$ cat config.mk
export PLATFORM = sky130hd
export DESIGN_NAME = fip_div_sched
export DESIGN_NICKNAME = d
export VERILOG_FILES = /design/src/rtl/fip_pkg.sv /design/src/rtl/fip_tag_fifo.sv /design/src/rtl/fip_div_sched.sv
export SDC_FILE = /design/constraint.sdc
export NUM_CORES = 1
export LEC_CHECK = 0
export CAP_MARGIN = 20
export CELL_PAD_IN_SITES_DETAIL_PLACEMENT = 1
export CELL_PAD_IN_SITES_GLOBAL_PLACEMENT = 1
export CORE_MARGIN = 1
export CORE_UTILIZATION = 35
export DETAILED_ROUTE_END_ITERATION = 6
export PLACE_DENSITY = 0.8
export SLEW_MARGIN = 20
export SYNTH_ARGS = -nofsm -noshare
export SYNTH_HDL_FRONTEND = slang
export SYNTH_SLANG_ARGS = --single-unit
export TNS_END_PERCENT = 100
$ cat constraint.sdc
create_clock -name i_clk -period 5.5 [get_ports i_clk]
set_clock_uncertainty 0.2 [all_clocks]
set_input_delay 0.55 -clock i_clk [delete_from_list [all_inputs] [get_ports i_clk]]
set_output_delay 0.55 -clock i_clk [all_outputs]
set_load 0.01 [all_outputs]
$ cat src/rtl/fip_pkg.sv
// Shared 16.16 fixed-point types and divider tag layout.
// FIP_DIV_ZERO_SAT_EN adds divide-by-zero flags to the tag.
package fip_pkg;

    typedef logic signed [31:0] fip_t;

    localparam int   FRA_BITS = 16;
    localparam fip_t FIP_MIN  = 32'sh80000000;
    localparam fip_t FIP_MAX  = 32'sh7fffffff;
    localparam fip_t FIP_ONE  = fip_t'(1) <<< FRA_BITS;

    localparam int TAG_ID_W = 3;

`ifdef FIP_DIV_ZERO_SAT_EN
    typedef struct packed {
        logic [TAG_ID_W-1:0] id;
        logic                zero;
        logic                sign;
    } div_tag_t;
`else
    typedef struct packed {
        logic [TAG_ID_W-1:0] id;
    } div_tag_t;
`endif

    function automatic fip_t fip_sat(input logic sign);
        return sign ? FIP_MIN : FIP_MAX;
    endfunction

endpackage

$ cat src/rtl/fip_tag_fifo.sv
// In-order circular FIFO of divider tags with occupancy counter.
// Push and pop may occur in the same cycle.
module fip_tag_fifo
    import fip_pkg::*;
#(
    parameter int DEPTH = 64
) (
    input  logic     clk,
    input  logic     rst,
    input  logic     push,
    input  div_tag_t push_tag,
    input  logic     pop,
    output div_tag_t head,
    output logic     empty,
    output logic     full_thr
);

    localparam int AW = $clog2(DEPTH);

    logic [AW-1:0] wr_q, wr_d;
    logic [AW-1:0] rd_q, rd_d;
    logic [AW:0]   cnt_q, cnt_d;
    div_tag_t      mem_q [DEPTH];

    always_comb begin
        wr_d  = wr_q + AW'(push);
        rd_d  = rd_q + AW'(pop);
        cnt_d = cnt_q + (AW+1)'(push) - (AW+1)'(pop);
    end

    always_ff @(posedge clk or posedge rst) begin
        if (rst) begin
            wr_q  <= '0;
            rd_q  <= '0;
            cnt_q <= '0;
        end else begin
            wr_q  <= wr_d;
            rd_q  <= rd_d;
            cnt_q <= cnt_d;
        end
    end

    // Storage needs no reset: only entries below the count are read.
    always_ff @(posedge clk) begin
        if (push) begin
            mem_q[wr_q] <= push_tag;
        end
    end

    assign head     = mem_q[rd_q];
    assign empty    = (cnt_q == '0);
    assign full_thr = (cnt_q >= (AW+1)'(DEPTH - 1));

endmodule

$ cat src/rtl/fip_div_sched.sv
// Round-robin scheduler sharing one pipelined 16.16 divider.
// FIP_DIV_ZERO_SAT_EN saturates divide-by-zero results.
module fip_div_sched
    import fip_pkg::*;
#(
    parameter int N_REQ       = 4,
    parameter int DIV_LATENCY = 50,
    parameter int TAG_DEPTH   = 64,
    parameter int ID_W        = $clog2(N_REQ)
) (
    input  logic               i_clk,
    input  logic               i_rst,
    input  logic [N_REQ-1:0]   i_req_valid,
    input  logic [N_REQ*32-1:0] i_req_x,
    input  logic [N_REQ*32-1:0] i_req_y,
    output logic [N_REQ-1:0]   o_req_ready,
    output logic               o_div_en,
    output logic [31:0]        o_div_x,
    output logic [31:0]        o_div_y,
    input  logic [31:0]        i_div_z,
    input  logic               i_div_valid,
    output logic [N_REQ-1:0]   o_rsp_valid,
    output logic [31:0]        o_rsp_z,
    output logic               o_busy,
    output logic               o_err
);

    if (TAG_DEPTH < DIV_LATENCY + 1 || N_REQ < 2 || N_REQ > 8) begin : g_bad_cfg
        $error("fip_div_sched: unsupported parameter set");
    end

    logic [ID_W-1:0]  ptr_q, ptr_d;
    logic             gnt_found;
    logic [ID_W-1:0]  gnt_id;
    logic             accept;
    fip_t             x_sel, y_sel;

    logic             full_thr, empty, pop;
    div_tag_t         head, push_tag;

    logic             div_en_q, div_en_d;
    fip_t             div_x_q, div_x_d;
    fip_t             div_y_q, div_y_d;
    logic [N_REQ-1:0] rsp_valid_q, rsp_valid_d;
    fip_t             rsp_z_q, rsp_z_d;
    logic             err_q, err_d;

    // First valid requester at or after the pointer, wrapping.
    always_comb begin
        logic [ID_W:0] idx;
        idx       = '0;
        gnt_found = 1'b0;
        gnt_id    = '0;
        for (int i = 0; i < N_REQ; i++) begin
            idx = {1'b0, ptr_q} + (ID_W+1)'(i);
            if (idx >= (ID_W+1)'(N_REQ)) begin
                idx = idx - (ID_W+1)'(N_REQ);
            end
            if (!gnt_found && i_req_valid[idx[ID_W-1:0]]) begin
                gnt_found = 1'b1;
                gnt_id    = idx[ID_W-1:0];
            end
        end
    end

    assign accept = gnt_found && !full_thr;
    assign x_sel  = i_req_x[32*int'(gnt_id) +: 32];
    assign y_sel  = i_req_y[32*int'(gnt_id) +: 32];
    assign pop    = i_div_valid && !empty;

    always_comb begin
        for (int k = 0; k < N_REQ; k++) begin
            o_req_ready[k] = accept && (gnt_id == ID_W'(k));
        end
    end

    always_comb begin
        ptr_d    = ptr_q;
        div_en_d = accept;
        div_x_d  = div_x_q;
        div_y_d  = div_y_q;
        push_tag = '0;
        push_tag.id = TAG_ID_W'(gnt_id);
        if (accept) begin
            ptr_d   = (int'(gnt_id) == N_REQ - 1) ? '0 : gnt_id + ID_W'(1);
            div_x_d = x_sel;
            div_y_d = y_sel;
`ifdef FIP_DIV_ZERO_SAT_EN
            // Zero divisors still occupy a slot so ordering is preserved.
            push_tag.zero = (y_sel == '0);
            push_tag.sign = x_sel[31];
            if (y_sel == '0) begin
                div_y_d = FIP_ONE;
            end
`endif
        end
    end

    always_comb begin
        for (int k = 0; k < N_REQ; k++) begin
            rsp_valid_d[k] = pop && (head.id == TAG_ID_W'(k));
        end
        rsp_z_d = rsp_z_q;
        if (pop) begin
            rsp_z_d = i_div_z;
`ifdef FIP_DIV_ZERO_SAT_EN
            if (head.zero) begin
                rsp_z_d = fip_sat(head.sign);
            end
`endif
        end
        err_d = err_q || (i_div_valid && empty);
    end

    always_ff @(posedge i_clk or posedge i_rst) begin
        if (i_rst) begin
            ptr_q       <= '0;
            div_en_q    <= 1'b0;
            div_x_q     <= '0;
            div_y_q     <= '0;
            rsp_valid_q <= '0;
            rsp_z_q     <= '0;
            err_q       <= 1'b0;
        end else begin
            ptr_q       <= ptr_d;
            div_en_q    <= div_en_d;
            div_x_q     <= div_x_d;
            div_y_q     <= div_y_d;
            rsp_valid_q <= rsp_valid_d;
            rsp_z_q     <= rsp_z_d;
            err_q       <= err_d;
        end
    end

    fip_tag_fifo #(
        .DEPTH (TAG_DEPTH)
    ) u_tag_fifo (
        .clk      (i_clk),
        .rst      (i_rst),
        .push     (accept),
        .push_tag (push_tag),
        .pop      (pop),
        .head     (head),
        .empty    (empty),
        .full_thr (full_thr)
    );

    assign o_div_en    = div_en_q;
    assign o_div_x     = div_x_q;
    assign o_div_y     = div_y_q;
    assign o_rsp_valid = rsp_valid_q;
    assign o_rsp_z     = rsp_z_q;
    assign o_busy      = !empty;
    assign o_err       = err_q;

endmodule

# == Word level (Yosys, flattened, before mapping) ==
# Memory sizes are Yosys's and may differ from the RTL's.
# Cells that the tools add are included.
# word_totals
ff_bits,123
ram_bits,128
input_bits,295
output_inout_bits,107
word_cells,87
mem_count,1
# memory_table
name,depth,width,read_ports,rd_clocked_by_memory_dff,wr,line,text
u_tag_fifo.mem_q,64,2,1,0,1,fip_tag_fifo.sv:23,div_tag_t mem_q [DEPTH];
# op_classes
n_addsub,12
magnitude_cmp,9
n_eq_ne,7
n_shift,2
mux,23
n_reduce_logical,23
# op_table
cell,count
indexed part select 128 x 8 -> 32 bit,2
two-way mux 2 bit,9
logical AND 1 bit,14
adder 6 x 1 -> 6 bit,2
"< comparator 2 x 3 -> 1 bit, second input constant",4
two-way mux 1 bit,10
">= comparator 3 bit, second input constant",3
binary-select mux 1 bit (select 2 bit),4
"subtractor 2 x 1 -> 2 bit, second input constant",4
adder 7 x 1 -> 7 bit,1
">= comparator 7 x 6 -> 1 bit, second input constant",1
logical NOT 7 bit,1
subtractor 7 x 1 -> 7 bit,1
"adder 2 x 2 -> 3 bit, second input constant",2
"equality test 3 x 2 -> 1 bit, second input constant",2
logical NOT 1 bit,5
"equality test 2 x 1 -> 1 bit, second input constant",2
"equality test 2 bit, second input constant",2
"adder 2 x 1 -> 3 bit, second input constant",1
"equality test 3 x 1 -> 1 bit, second input constant",1
">= comparator 2 x 3 -> 1 bit, second input constant",1
logical NOT 3 bit,1
"adder 2 x 1 -> 2 bit, second input constant",1
logical NOT 2 bit,1
logical OR 1 bit,1

# == Longest topological paths before layout ==
# Gate-level depths: netlist of run 1.
# depth
ltp_word,17
mapped_depth,18

# == Cells and area by module ==
# Synthesis of run 1 repeated with hierarchy kept, for this count alone.
# hier_totals
cells_unflattened,1109
hier_area_um2,14406.3
# by_module_without_submodules
mod,instances,cells_per_inst,area_each_um2,seq_area_each_um2
fip_tag_fifo,1,489,8803.4,6241.0
fip_div_sched,1,620,5602.9,2602.5

# == Least setup slack after synthesis of run 1 ==
# No wires, ideal clock.
# synth_timing
path_type,register -> register
start,register u_tag_fifo.cnt_q[2]
end,register u_tag_fifo.cnt_q[6]
setup_ns,0.122
arrival_ns,3.268
required_ns,5.178
path_slack_ns,1.910
path_stages_with_launch,19
period_less_slack_ns,3.590
path_cell_list,dfrtp_1 > inv_1 > ha_1 > nor4b_1 > nand2_1 > nand2_1 > clkinv_1 > clkbuf_1 > ha_1 > inv_1 > ha_1 > inv_1 > fa_1 > nand2b_1 > a21oi_1 > o21ai_0 > a21oi_1 > nor2_1 > xnor2_1
# synth_via
word_cells_on_any_way,8
classes_between,add/sub (2); order compare (1); reduce/logical (5)
# synth_lines
element,line,text
start: declaration,fip_tag_fifo.sv:22,"logic [AW:0] cnt_q, cnt_d;"
start signal: assignment,fip_tag_fifo.sv:39,cnt_q <= cnt_d;
logical NOT 7 bit,fip_tag_fifo.sv:51,assign empty = (cnt_q == '0);
logical NOT 1 bit,--,
net o_busy,fip_div_sched.sv:24,"output logic o_busy,"
logical AND 1 bit,fip_div_sched.sv:69,assign pop = i_div_valid && !empty;
net pop,fip_div_sched.sv:38,"logic full_thr, empty, pop;"
subtractor 7 x 1 -> 7 bit,fip_tag_fifo.sv:28,cnt_d = cnt_q + (AW+1)'(push) - (AW+1)'(pop);
net u_tag_fifo.cnt_d[6],fip_tag_fifo.sv:22,
# The timed path passes the listed nets, and every way through them passes these cells.
# A chain may end at the register's enable or synchronous reset.

# == Final worst setup path of run 1 ==
# layout_timing
start,register u_tag_fifo.cnt_q[1]
end,output o_req_ready[3]
# layout_via
elab_chain_cells,4
# layout_rtl
element,line,text
>= comparator 7 x 6 -> 1 bit,fip_tag_fifo.sv:52,assign full_thr = (cnt_q >= (AW+1)'(DEPTH - 1));
logical NOT 1 bit,fip_div_sched.sv:66,assign accept = gnt_found && !full_thr;
logical AND 1 bit,fip_div_sched.sv:66,
net accept,fip_div_sched.sv:35,logic accept;
logical AND 1 bit,fip_div_sched.sv:73,o_req_ready[k] = accept && (gnt_id == ID_W'(k));
end: declaration,fip_div_sched.sv:16,"output logic [N_REQ-1:0] o_req_ready,"
# The timed path passes the listed nets, and every way through them passes these cells.

==> reports/qor.yml, run 1 <==
setup_path:
  crit_end: "o_req_ready[3]"
  worstPathRequired_ns: 4.75
  r2r_end: "u_tag_fifo.cnt_q[6]"
  cp_slowest_cell: "a221o_4"
  r2r_setup_slack_ns: 1.92
  worstSetupEndpointType: "output pin"
  crit_type: "reg -> out"
  critical-path-max-stage-delay_ns: 0.59
  crit_chain: "ha_1 -> nand3_1 -> nand2_1 -> a221o_4 -> inv_2 -> and2_1 -> clkdlybuf4s50_1"
  critPathMaxFanout: 47
  setup.worst_path.start_class: "flop"
  cp.arrival_ns: 3.06
  r2r_start: "u_tag_fifo.cnt_q[1]"
  startpoint: "u_tag_fifo.cnt_q[1]"
  rr_worst_depth: 14
die:
  core-area_sq_mm: 0.0346
  die_w_microns: 190
  std_cell_rows: 68
  dieArea_sq_mm: 0.0360
  die_y_microns: 190
  io_pins: 402
  start_util_pct: 35.6
synth:
  synth_cells: 1211
  ys_warn_count: 0
  async_reset_ff_share_pct: 49.0
  yosysSeqAreaShare_pct: 56.2
  ys.flop_type: "edfxtp_1"
  syn_nets: 1529
  syn_area_sq_mm: 0.0123
  ys_types: 54
  synth_edf_count: 128
  ys_ff_latch: 251
  syn_area_per_cell_sq_um: 10.2
clock_tree:
  clock_path_buffers: 3
  clock_latency_ns: 0.54
  root_buffer: "clkbuf_16"
  cts-htree-levels: 1
  cts-resized-gates: 0
  hold_buffers: 0
  clock_sink_count: 251
  cts_tree: "done"
  cts_made_buffers: 27
  path_clk_slew_ns: 0.06
  cts_setup_buffers: 0
timing:
  timing.hold.ws_ns: 0.275
  relSlewSlack_pct: 41.6
  fin_crit_ns: 3.81
  drv_slew: 0
  tns_ns: 0
  setup_violations: 0
  timing_worst_slew_pin_value_ns: 0.876
  period_share_pct: 69.3
  rsz0062_at_grt: "no"
  fmax_mhz: 262
  hold_viol: 0
pwr:
  comb_power_share_pct: 44.6
  clkPwrFrac_pct: 21.6
  worst_ir_drop_vdd_v: 0.000222
  seqPwrFrac_pct: 33.8
  sw_frac_of_total_pct: 37.7
  powerDensity_mw_per_mm2: 484
  p_sw_uw: 3210
  p_leak_uw: 0.00730
  p_int_uw: 5290
layout:
  drive_above_1_share_pct: 6.49
  nets: 1886
  final_core_util_pct: 50.7
  stdcell_count: 2045
  fill_cells: 3823
  area_delta_synth_final_pct: 42.5
  final_cell_area_sq_mm: 0.0176
global_routing:
  grt_first_pass_wirelength_microns: 63700
  grt_max_degree: 118
  antenna_found_initial: 5
  grt_usage_pct: 23.2
  grt_overflow: 0
  grt_pass1_vias: 11065
placed_design:
  io_buffers: 401
  dp.final_hpwl_microns: 31300
  place.gp.congestion: 0.835
  postPlaceCellArea_sq_mm: 0.0167
  placed_cells: 1994
drt:
  drtIter0Drc: 582
  wirelength_microns: 42700
  post_drt_wl_per_cell_microns: 20.9
  dr.pass1.iters: 5
  postRouteAntennaNets: 0
  drcViolationCount: 0
  vias: 10535
  vias_per_cell: 5.15
worst_hold_path:
  hp-class: "reg -> reg"
run:
  maxCapViolCount: 0
status:
  status: "complete, no violations"
## critical path, delay by kind of cell (launching register included)
kind | cells | cell delay, ns
adders and majority gates | 1 | 0.24
DFF | 1 | 0.46
AOI/OAI and AO/OA | 1 | 0.59
buffers and inverters | 2 | 0.88
and+or+nand+nor | 3 | 0.36
## worst min-delay path by stage
stage	startpoint	to	slack (ns)	depth (start not counted)
2_1_floorplan	u_tag_fifo.wr_q[0]	u_tag_fifo.wr_q[0]	0.26	1
3_3_place_gp	o_err	o_err	0.25	1
3_5_place_dp	o_err	o_err	0.26	1
4_1_cts	o_err	o_err	0.28	1
5_1_grt	o_err	o_err	0.30	1
6_report	o_rsp_z[8]	o_rsp_z[8]	0.28	2
## kinds of logic (layout without fill, tap and decap cells)
kind of cell	count (synthesis)	after routing	share of synthesized area (%)
and+or+nand+nor	686	686	24.4
buffers and inverters	104	481	3.78
xor gates and xnor gates	13	13	0.924
adders and majority gates	23	23	2.40
DFF	251	251	56.2
AOI/OAI and AO/OA	87	87	5.22
muxes	47	47	7.07
other	0	2	0
## cell usage in the layout (no fill, tap or decap), drive strengths merged, types with 3 or more instances in the layout
cell type	n
dfrtp	123
nor2	79
xor2	6
xnor2	7
clkinv	10
ha	22
a31oi	3
buf	13
nand2b	4
a21oi	4
clkdlybuf4s50	401
nand3	11
mux4	31
clkbuf	35
and2	4
edfxtp	128
nand2	436
nor2b	4
or2	3
nand3b	5
and3	129
inv	19
mux2i	15
o31ai	64
o21ai	4
## routing by layer
metal  up-vias  part of all wire [%]  track usage, %
met3        83                   7.2            5.09
met1      5167                    39            27.9
li1       4874                     -               -
met2       405                    50            41.0
met5         -                  0.10               0
met4         6                   3.4            7.38
## Yosys cell counts, types with 2 or more instances
master	number	area, sq um
nand4b_1	2	17.5
and2_1	4	25.0
o21ai_0	3	15.0
buf_2	29	145
edfxtp_1	128	3840
ha_1	22	275
nand3_1	11	55.1
nand2_1	436	1640
xnor2_1	7	61.3
and3_1	129	807
dfrtp_1	123	3080
a21oi_1	4	20.0
nor2b_1	4	25.0
o31ai_1	64	480
buf_1	5	18.8
inv_1	15	56.3
clkbuf_1	48	180
a21o_1	2	15.0
nand3b_1	5	37.5
or3_1	2	12.5
mux4_1	3	78.8
a211oi_1	2	15.0
or3b_2	2	17.5
mux4_2	28	631
nor2_1	79	297
inv_2	2	7.51
nand2b_1	4	25.0
xor2_1	6	52.6
a31oi_1	3	18.8
mux2i_1	15	150
## sequential cells by signal (all words and copies together) (netlist names)
signal            count
u_tag_fifo.cnt_q      7
o_div_en              1
o_div_x              32
o_err                 1
o_div_y              32
u_tag_fifo.rd_q       6
o_rsp_valid           4
u_tag_fifo.wr_q       6
u_tag_fifo.mem_q    128
o_rsp_z              32
ptr_q                 2
## power groups by stage
stage | Combinational, uW | Clock (uW) | Sequential, uW
2_1_floorplan | 2240 | 0 | 2860
3_3_place_gp | 3720 | 0 | 2880
3_5_place_dp | 3810 | 0 | 2910
4_1_cts | 3830 | 1880 | 2880
5_1_grt | 4130 | 1930 | 2930
6_report | 3790 | 1840 | 2870
## area by class of cell
| class | count | area, sq um | area share [%] |
|---|---|---|---|
| sequential | 251 | 6920 | 39.4 |
| multi-input combinational | 856 | 4960 | 28.3 |
| timing repair buffer | 414 | 4120 | 23.5 |
| clock buffer | 35 | 763 | 4.35 |
| tap | 455 | 569 | 3.24 |
| clock inverter | 14 | 136 | 0.777 |
| inverter | 18 | 75.1 | 0.428 |
| antenna | 2 | 5.00 | 0.0285 |
## per-stage QoR
| stage | total power, uW | worst slack (ns) |
|---|---|---|
| finish | 8500 | 1.69 |
| global route | 8990 | 1.55 |
| CTS | 8590 | 1.63 |
| detailed placement | 6720 | 1.55 |
| global placement | 6600 | 1.57 |
| floorplan | 5110 | 1.48 |
No activity file was read; power rests on OpenSTA's default activity.
==> run 2, diff against run 1 <==
--- a/config.mk
+++ b/config.mk
@@ -9,9 +9,9 @@
 export CELL_PAD_IN_SITES_DETAIL_PLACEMENT = 1
 export CELL_PAD_IN_SITES_GLOBAL_PLACEMENT = 1
 export CORE_MARGIN = 1
-export CORE_UTILIZATION = 35
+export CORE_UTILIZATION = 32
 export DETAILED_ROUTE_END_ITERATION = 6
-export PLACE_DENSITY = 0.8
+export PLACE_DENSITY = 0.77
 export SLEW_MARGIN = 20
 export SYNTH_ARGS = -nofsm -noshare
 export SYNTH_HDL_FRONTEND = slang
==> constraint.sdc (replaced) <==
create_clock -name i_clk -period 3.2 [get_ports i_clk]
set_clock_uncertainty 0.2 [all_clocks]
set_input_delay 0.32 -clock i_clk [delete_from_list [all_inputs] [get_ports i_clk]]
set_output_delay 0.32 -clock i_clk [all_outputs]
set_load 0.01 [all_outputs]
==> reports/qor.yml, run 2 (synthesis results as in run 1) <==
status:
  status: "complete, no violations"  # unchanged
setup_path:
  cp_top_family: "buffers and inverters"  # unchanged
  worstPathRequired_ns: 2.68  # was 4.75 ns
  cp_num_buf_inv: 4  # was 2
  crit_path_frequent_cell: "buf_4"
  crit_type: "reg -> out"  # unchanged
  critical-path-max-stage-delay_ns: 0.43  # was 0.59 ns
  setup.worst_path.start_class: "flop"  # unchanged
  cp_slowest_cell: "dfrtp_2"  # was a221o_4
  cp.arrival_ns: 2.58  # was 3.06 ns
  crit_chain: "buf_4 -> ha_1 -> nand3_1 -> nand2_1 -> a221o_4 -> inv_2 -> buf_4 -> and2_1 -> clkdlybuf4s15_1"  # was ha_1 -> nand3_1 -> nand2_1 -> a221o_4 -> inv_2 -> and2_1 -> clkdlybuf4s50_1
  critPathMaxFanout: 11  # was 47
  worstSetupEndpointType: "output pin"  # unchanged
die:
  std_cell_rows: 71  # was 68
  core-area_sq_mm: 0.0378  # was 0.0346 sq mm
  die_y_microns: 198  # was 190 microns
  start_util_pct: 32.6  # was 35.6%
  die_w_microns: 198  # was 190 microns
  dieArea_sq_mm: 0.0393  # was 0.0360 sq mm
  io_pins: 402  # unchanged
clock_tree:
  path_clk_slew_ns: 0.06  # about the same
  clock_path_buffers: 3  # unchanged
  cts_tree: "done"  # unchanged
  cts_made_buffers: 28  # was 27
  root_buffer: "clkbuf_16"  # unchanged
  cts-htree-levels: 1  # unchanged
  clock_latency_ns: 0.55  # was 0.54 ns
  clock_sink_count: 251  # unchanged
drt:
  vias: 10501  # about the same
  drtIter0Drc: 497  # was 582
  post_drt_wl_per_cell_microns: 20.4  # was 20.9 microns
  dr.pass1.iters: 4  # was 5
  wirelength_microns: 43600  # was 42700 microns
  postRouteAntennaNets: 0  # unchanged
  vias_per_cell: 4.92  # was 5.15
  drcViolationCount: 0  # unchanged
layout:
  nets: 1916  # was 1886
  final_common_cell: "nand2_1"  # unchanged
  largest_reg_flops: 128  # unchanged
  final_cell_mix: "nand2_1 (434), clkdlybuf4s50_1 (397), and3_1 (128), edfxtp_1 (128), dfrtp_1 (120)"  # was nand2_1 (436), clkdlybuf4s50_1 (401), and3_1 (128), edfxtp_1 (128), dfrtp_1 (122)
  area_delta_synth_final_pct: 46.2  # was 42.5%
  drive_above_1_share_pct: 8.77  # was 6.49%
  regMostFlops: "u_tag_fifo.mem_q"  # unchanged
  final_cell_area_sq_mm: 0.0180  # was 0.0176 sq mm
global_routing:
  grt_usage_pct: 21.7  # was 23.2%
  grt_max_degree: 130  # was 118
  grt_overflow: 0  # unchanged
  grt_first_pass_wirelength_microns: 65200  # was 63700 microns
  antenna_found_initial: 1  # was 5
  grt_pass1_vias: 11096  # about the same
timing:
  period_share_pct: 96.8
  tns_ns: 0  # unchanged
  setup_violations: 0  # unchanged
  timing_worst_slew_pin_value_ns: 0.670  # was 0.876 ns
  hold_viol: 0  # unchanged
  relSlewSlack_pct: 55.3  # was 41.6%
  fin_crit_ns: 3.10
  fmax_mhz: 323
  drv_slew: 0  # unchanged
  rsz0062_at_grt: "no"  # unchanged
pwr:
  clkPwrFrac_pct: 21.9  # was 21.6%
  finalPower_uw: 15100  # was 8500 uW
  sw_frac_of_total_pct: 37.5  # was 37.7%
  comb_power_share_pct: 45.9  # was 44.6%
  powerDensity_mw_per_mm2: 840  # was 484 mW/mm^2
  p_int_uw: 9460  # was 5290 uW
  worst_ir_drop_vdd_v: 0.000611  # was 0.000222 V
  p_leak_uw: 0.00749  # was 0.00730 uW
  seqPwrFrac_pct: 32.2  # was 33.8%
  p_sw_uw: 5680  # was 3210 uW
placed_design:
  io_buffers: 401  # unchanged
  dp.final_hpwl_microns: 32300  # was 31300 microns
  place.gp.congestion: 0.824  # was 0.835
  postPlaceCellArea_sq_mm: 0.0170  # was 0.0167 sq mm
worst_hold_path:
  hp-class: "in -> reg"  # was reg -> reg
run:
  maxCapViolCount: 0  # unchanged
run 2: changes by cell type in the layout (fill, tap and decap cells not counted), sizes merged:
cell           previous run  this run
buf                      13        41
bufinv                    2         3
clkdlybuf4s15             0         1
clkdlybuf4s50           401       397
clkinv                   10        11
clkinvlp                  1         3
dlygate4sd2               0         3
dlygate4sd3               0         1
inv                      19        18
run 2: final cells by class:
cell class	instances	area, sq um
multi-input cells	856	5010
well taps	511	639
fillers	4179	19700
clock buffers	35	768
diodes	2	5.00
clock inverters	17	186
inverters	18	78.8
repair buffers	443	4400
flip-flops and latches	251	6930
run 2: metrics by stage:
stage | cells | utilization (%) | worst slack, ns | hold slack [ns]
final | 2133 | 47.7 | 0.104 | 0.109
after global routing | 2132 | 47.7 | 0.0182 | 0.109
after CTS | 2128 | 47.6 | 0.0165 | 0.0853
after detailed placement | 2073 | 45.0 | -0.0978 | 0.262
after global placement | 2073 | 45.0 | 0.103 | 0.256
after floorplan | 1211 | - | 0.0138 | 0.225
run 2: power groups by stage:
stage,combinational [uW],sequential [uW],clock (uW)
finish,6950,4870,3310
global route,7560,4970,3510
floorplan,3870,4930,0
detailed placement,6920,4940,0
CTS,6990,4890,3400
global placement,6680,4900,0
run 2: what timing repair did:
item / CTS / global route
buffers inserted: 2 / 3
resized for setup: 8 / 5
endpoints found under the hold margin: 13 / 0
hold buffers: 1 / 0
endpoints found under the setup margin: 5 / 1
pin swaps: 1 / 5
run 2: worst paths after layout:
path,end,from,slack (ns),cells after the start
min in group asynchronous,o_div_y[8],i_rst,0.50,3
worst min-delay path,o_rsp_z[29],i_div_z[29],0.11,3
max in group asynchronous,u_tag_fifo.rd_q[0],i_rst,1.64,4
worst max register to register,u_tag_fifo.cnt_q[6],u_tag_fifo.cnt_q[3],0.15,17
worst min register to register,o_rsp_z[26],o_rsp_z[26],0.27,2
worst max-delay path,o_req_ready[3],u_tag_fifo.cnt_q[3],0.10,9
run 2: worst register-to-register path, stage by stage, from the launching register on:
cell and delay [ns]:
dfrtp_2 0.43, inv_2 0.07, ha_1 0.15, nor4b_4 0.24, nand2_2 0.11, nand2_4 0.10, clkinv_4 0.06, ha_4 0.24
inv_1 0.06, ha_2 0.17, inv_1 0.05, fa_2 0.34, nand2b_4 0.16, a21oi_2 0.16, o21ai_1 0.08, a21oi_1 0.13
nor2_1 0.06, xnor2_1 0.12
run 2: metal layers:
| layer | part of all wire (%) | global-route usage (%) |
|---|---|---|
| met4 | 2.2 | 5.51 |
| met2 | 51 | 39.0 |
| met3 | 6.6 | 4.80 |
| met5 | 0 | 0 |
| met1 | 40 | 26.0 |
